===== config.mk =====
export PLATFORM = sky130hd
export DESIGN_NAME = ahb_arbiter_rr
export DESIGN_NICKNAME = d
export VERILOG_FILES = /design/src/rtl/ahb_arbiter_rr.sv
export SDC_FILE = /design/constraint.sdc
export NUM_CORES = 1
export LEC_CHECK = 0
export CAP_MARGIN = 20
export CORE_MARGIN = 10
export CORE_UTILIZATION = 45
export DETAILED_ROUTE_END_ITERATION = 10
export PLACE_DENSITY = 0.79
export SYNTH_ARGS = -nofsm -noshare
export SYNTH_HDL_FRONTEND = slang
export SYNTH_SLANG_ARGS = --single-unit

===== constraint.sdc =====
create_clock -name hclk -period 2.6 [get_ports hclk]
set_input_delay 0.52 -clock hclk [delete_from_list [all_inputs] [get_ports hclk]]
set_output_delay 0.52 -clock hclk [all_outputs]
set_load 0.05 [all_outputs]

===== src/rtl/ahb_arbiter_rr.sv =====
// AHB bus arbiter: fixed-priority or round-robin selection with locked transfers,
// a burst hold limit and a default master. All outputs are registered.
`timescale 1ns/1ps
module ahb_arbiter_rr #(
  parameter int unsigned NUM_MASTERS    = 4,
  parameter int unsigned DEFAULT_MASTER = 0,
  parameter int unsigned MAX_HOLD       = 16
) (
  input  logic                           hclk,
  input  logic                           hresetn,
  input  logic [NUM_MASTERS-1:0]         hreq,
  input  logic [NUM_MASTERS-1:0]         hlock,
  input  logic                           hready,
  input  logic [1:0]                     htrans,
  input  logic                           arb_mode,
  output logic [NUM_MASTERS-1:0]         hgrant,
  output logic [$clog2(NUM_MASTERS)-1:0] hmaster,
  output logic                           hmastlock
);

  localparam int unsigned IDX_W = $clog2(NUM_MASTERS);
  localparam int unsigned CNT_W = $clog2(MAX_HOLD + 1);
  localparam int unsigned SUM_W = IDX_W + 1;

  localparam logic [IDX_W-1:0] DEF_IDX     = IDX_W'(DEFAULT_MASTER);
  localparam logic [IDX_W-1:0] LAST_IDX    = IDX_W'(NUM_MASTERS - 1);
  localparam logic [SUM_W-1:0] NUM_SUM     = SUM_W'(NUM_MASTERS);
  localparam logic [CNT_W-1:0] HOLD_LAST   = CNT_W'(MAX_HOLD - 1);
  localparam logic [1:0]       HTRANS_IDLE = 2'b00;

  typedef enum logic [1:0] {
    ST_OPEN   = 2'd0,
    ST_HELD   = 2'd1,
    ST_LOCKED = 2'd2
  } state_e;

  state_e                 state_q, state_d;
  logic [NUM_MASTERS-1:0] grant_q, grant_d;
  logic [IDX_W-1:0]       ptr_q, ptr_d;
  logic [IDX_W-1:0]       master_q, master_d;
  logic [CNT_W-1:0]       hold_q, hold_d;
  logic                   mlock_q, mlock_d;

  logic [IDX_W-1:0]       owner;
  logic [IDX_W-1:0]       fix_win;
  logic [IDX_W-1:0]       rr_win;
  logic [IDX_W-1:0]       rr_cand;
  logic [SUM_W-1:0]       rr_sum;
  logic                   rr_found;
  logic                   any_req;
  logic [IDX_W-1:0]       winner;

  // Owner index decoded from the one-hot grant
  always_comb begin
    owner = '0;
    for (int unsigned i = 0; i < NUM_MASTERS; i++) begin
      if (grant_q[IDX_W'(i)]) owner = IDX_W'(i);
    end
  end

  // Winner selection: highest index in fixed mode, first requester at/after pointer in RR
  always_comb begin
    fix_win  = DEF_IDX;
    rr_win   = DEF_IDX;
    rr_found = 1'b0;
    rr_sum   = '0;
    rr_cand  = '0;
    for (int unsigned i = 0; i < NUM_MASTERS; i++) begin
      if (hreq[IDX_W'(i)]) fix_win = IDX_W'(i);
    end
    for (int unsigned k = 0; k < NUM_MASTERS; k++) begin
      rr_sum = {1'b0, ptr_q} + SUM_W'(k);
      if (rr_sum >= NUM_SUM) rr_sum = rr_sum - NUM_SUM;
      rr_cand = IDX_W'(rr_sum);
      if (!rr_found && hreq[rr_cand]) begin
        rr_found = 1'b1;
        rr_win   = rr_cand;
      end
    end
    any_req = |hreq;
    if (!any_req)      winner = DEF_IDX;
    else if (arb_mode) winner = rr_win;
    else               winner = fix_win;
  end

  // State register
  always_ff @(posedge hclk or negedge hresetn) begin
    if (!hresetn) begin
      state_q  <= ST_OPEN;
      grant_q  <= NUM_MASTERS'(1) << DEF_IDX;
      ptr_q    <= DEF_IDX;
      hold_q   <= '0;
      master_q <= DEF_IDX;
      mlock_q  <= 1'b0;
    end else begin
      state_q  <= state_d;
      grant_q  <= grant_d;
      ptr_q    <= ptr_d;
      hold_q   <= hold_d;
      master_q <= master_d;
      mlock_q  <= mlock_d;
    end
  end

  // Next state: lock beats hold beats re-arbitration, only on hready cycles
  always_comb begin
    state_d = state_q;
    grant_d = grant_q;
    ptr_d   = ptr_q;
    hold_d  = hold_q;
    if (hready) begin
      if (hreq[owner] && hlock[owner]) begin
        state_d = ST_LOCKED;
      end else if (hreq[owner] && (htrans != HTRANS_IDLE) && (hold_q < HOLD_LAST)) begin
        state_d = ST_HELD;
        hold_d  = hold_q + CNT_W'(1);
      end else begin
        state_d = ST_OPEN;
        hold_d  = '0;
        grant_d = NUM_MASTERS'(1) << winner;
        if (arb_mode && any_req) begin
          ptr_d = (winner == LAST_IDX) ? '0 : winner + IDX_W'(1);
        end
      end
    end
  end

  // Address-phase owner and lock follow the grant by one hready cycle
  always_comb begin
    master_d = master_q;
    mlock_d  = mlock_q;
    if (hready) begin
      master_d = owner;
      mlock_d  = hlock[owner];
    end
  end

  assign hgrant    = grant_q;
  assign hmaster   = master_q;
  assign hmastlock = mlock_q;

endmodule


==> flow_metrics.py <==
metrics = {
    "outcome": {
        "run_status": "finished clean",
    },
    "power_and_ir_drop": {
        "share_seq_of_total_power_pct": 32.0,
        "powerDensity_nw_per_um2": 1070,
        "netSwitchingFraction_pct": 46.9,
        "power_frac_clock_pct": 12.3,
        "combinational_group_share_of_total_power_pct": 55.7,
        "power.leakage_uw": 0.000520,
        "cell_internal_pwr_uw": 700,
        "switching_power_uw": 618,
        "irDropWorstVdd_mv": 0.586,
    },
    "sta": {
        "finalCritPeriodShare_pct": 87.0,
        "timing.setup.tns_ps": 0,
        "fin_skew_ps": 9.53,
        "drv_slew": 0,
        "finalHoldWorstSlack_ps": 495,
        "finalSetupViolations": 0,
        "worst_slew_margin_rel_pct": 57.6,
        "final_period_minus_worst_setup_slack_ps": 2260,
        "rsz0062_at_grt": "false",
        "finalHoldViolCount": 0,
        "tightestPinTransition_ps": 633,
        "fmax_ghz": 0.442,
    },
    "worst_setup_path": {
        "r2r_end": "ptr_q[1]",
        "data_required_time_at_the_worst_endpoint_ps": 2780,
        "critical_path_buf_inv_count": 1,
        "sort_of_element_at_the_start_of_the_critical_path": "input port",
        "worst_setup_path_end_kind": "flop",
        "timing.rr.start": "ptr_q[1]",
        "r2r_slack_ps": 670,
        "reg2reg_depth": 6,
        "path_max_fanout": 6,
        "timing_worst_setup_path_type": "input port to flop",
        "timing.critical_path.max_delay_family": "compound AO/OA/AOI/OAI gates",
        "critPathMostFrequentCell": "o21ai_0",
        "crit_chain": "clkdlybuf4s50_1, o21ai_0, o21ai_0, or3_1, a32o_1, ha_1, mux2_1",
        "timing.critical_path.arrival_ps": 2440,
        "crit_start": "hreq[3]",
        "timing.critical_path.slowest_cell_delay_ps": 480,
        "crit_path_top_delay_cell": "clkdlybuf4s50_1",
    },
    "finish": {
        "antenna-diode-count": 0,
        "area.sequential_um2": 352,
        "nets": 146,
        "layout.cells.non_filler": 153,
        "utilization_pct": 62.9,
        "multi_input_gate_area_um2": 552,
        "layout.cells.most_common_list": "clkdlybuf4s50_1 (20), dfrtp_1 (13), o21ai_0 (9)",
        "final.fill_count": 190,
        "finalInstanceArea_um2": 1230,
        "final_common_cell": "clkdlybuf4s50_1",
        "syn2layout_area_growth_pct": 31.6,
        "post_route_cells_drive_above_1_share_pct": 11.9,
    },
    "routing": {
        "wire_length_per_cell_after_detailed_routing_um": 15.8,
        "drt-total-wl_mm": 2.41,
        "post-route-drc-count": 0,
        "postRouteAntennaNets": 0,
        "drt_first_pass_iters": 4,
        "drt-initial-drc-count": 41,
        "routed_via_density": 5.65,
        "dr_total_vias": 864,
    },
    "cts": {
        "cts_max_path_buffers": 2,
        "cts_root_buf": "clkbuf_4",
        "tritoncts": "done",
        "ctsResizeCount": 0,
        "cts_num_sinks": 14,
        "h_tree_depth": 1,
        "worstSkewPairLatency_ps": 290,
        "cts.reportedPaths.clkPinSlew_ps": 100,
        "postCtsSetupRepairBufs": 0,
        "cts_made_buffers": 3,
        "post_cts_hold_buffer_count": 0,
    },
    "logic_synthesis": {
        "synth-async-reset-ratio_pct": 100,
        "ys_ff_latch": 14,
        "number_of_synthesized_flops_with_an_enable_pin": 0,
        "synth_flop_cell": "dfrtp_1",
        "synth_area_um2": 937,
        "post_synthesis_cell_count": 99,
        "synth_cell_types": 37,
        "synth_nets": 118,
        "yosysWarnings": 0,
        "synth_sequential_area_ratio_pct": 37.5,
        "synth_area_per_cell_um2": 9.47,
    },
    "place": {
        "weighted_congestion_at_the_end_of_routability_driven_global_placement": 0.865,
        "dp.final_hpwl_mm": 1.83,
        "postPlaceCellArea_um2": 1200,
        "port_buffers": 20,
        "dp.cells": 149,
    },
    "floorplan": {
        "core_outline_area_um2": 1960,
        "chipHeight_um": 65.6,
        "top_level_ports": 21,
        "die_area_um2": 4310,
        "dieWidth_um": 65.6,
        "initial_core_util_pct": 47.8,
        "num_rows": 16,
    },
    "min_path": {
        "worst_hold_stages": 1,
        "min_from": "hold_q[4]",
        "holdPathEnd": "hold_q[4]",
        "timing.hold.worst.class": "flop to flop",
    },
    "grt": {
        "antenna_found_initial": 0,
        "first_pass_grt_wire_length_mm": 4.33,
        "grt_pass1_vias": 917,
        "grt.overflow.total": 0,
        "grt.total_usage_pct": 12.3,
        "pin_count_of_the_biggest_net_entering_global_routing": 15,
    },
    "run": {
        "max-cap-violations": 0,
    },
}
-- state kept, by name, summed over array words and instances, names as in the netlist --
register   flops
hgrant         4
hmaster        2
hmastlock      1
hold_q         5
ptr_q          2
-- logic make-up (layout without fill, tap and decap cells) --
| kind of cell | after synthesis | count (layout) | share of synthesized area (%) |
|---|---|---|---|
| AO/OA/AOI/OAI | 32 | 32 | 24.7 |
| adder cells (fa/ha/maj) | 5 | 5 | 6.68 |
| AND/OR/NAND/NOR | 30 | 30 | 16.4 |
| buffers and inverters | 9 | 36 | 3.60 |
| multiplexers | 9 | 9 | 11.1 |
| flip-flops | 14 | 14 | 37.5 |
-- cell type report --
cell class | instances | area share [%]
multi-input cells | 76 | 44.7
clock buffers | 4 | 2.94
flip-flops and latches | 14 | 28.5
well taps | 27 | 2.74
inverters | 8 | 2.43
repair buffers | 24 | 18.7
-- Yosys cell counts, drive strengths merged (2+ instances only) --
cell	instances	area (um^2)
nand2	6	22.5
ha	5	62.6
nor2	9	36.3
a21oi	8	40.0
nand3	4	20.0
o2bb2ai	2	17.5
o21ai	9	45.0
o221ai	2	17.5
mux2i	4	40.0
nor3b	2	15.0
inv	8	30.0
dfrtp	13	325
mux2	5	63.8
-- routing by layer --
metal,GRT usage (%),part of all wire (%)
met5,0,0
met1,14.8,48
met3,2.88,4.8
met4,5.35,2.2
met2,20.3,45
-- power groups by stage --
stage          Clock (uW)  Sequential, uW  Combinational (uW)
2_1_floorplan           0             568                 339
5_1_grt               171             440                 806
3_5_place_dp            0             422                 730
3_3_place_gp            0             415                 709
4_1_cts               159             420                 738
6_report              162             422                 734
-- through the flow --
stage | worst slack [ps] | power [uW]
after detailed placement | 31.0 | 1150
after global placement | 75.3 | 1120
after global routing | 183 | 1420
after floorplan | 644 | 907
final | 337 | 1320
after CTS | 333 | 1320
-- worst max path at each step --
stage,cells past startpoint,end
6_report,7,ptr_q[1]
5_1_grt,7,ptr_q[1]
4_1_cts,7,ptr_q[1]
3_5_place_dp,7,ptr_q[1]
3_3_place_gp,7,ptr_q[1]
2_1_floorplan,6,ptr_q[1]
Power figures use the tool's default switching activity.
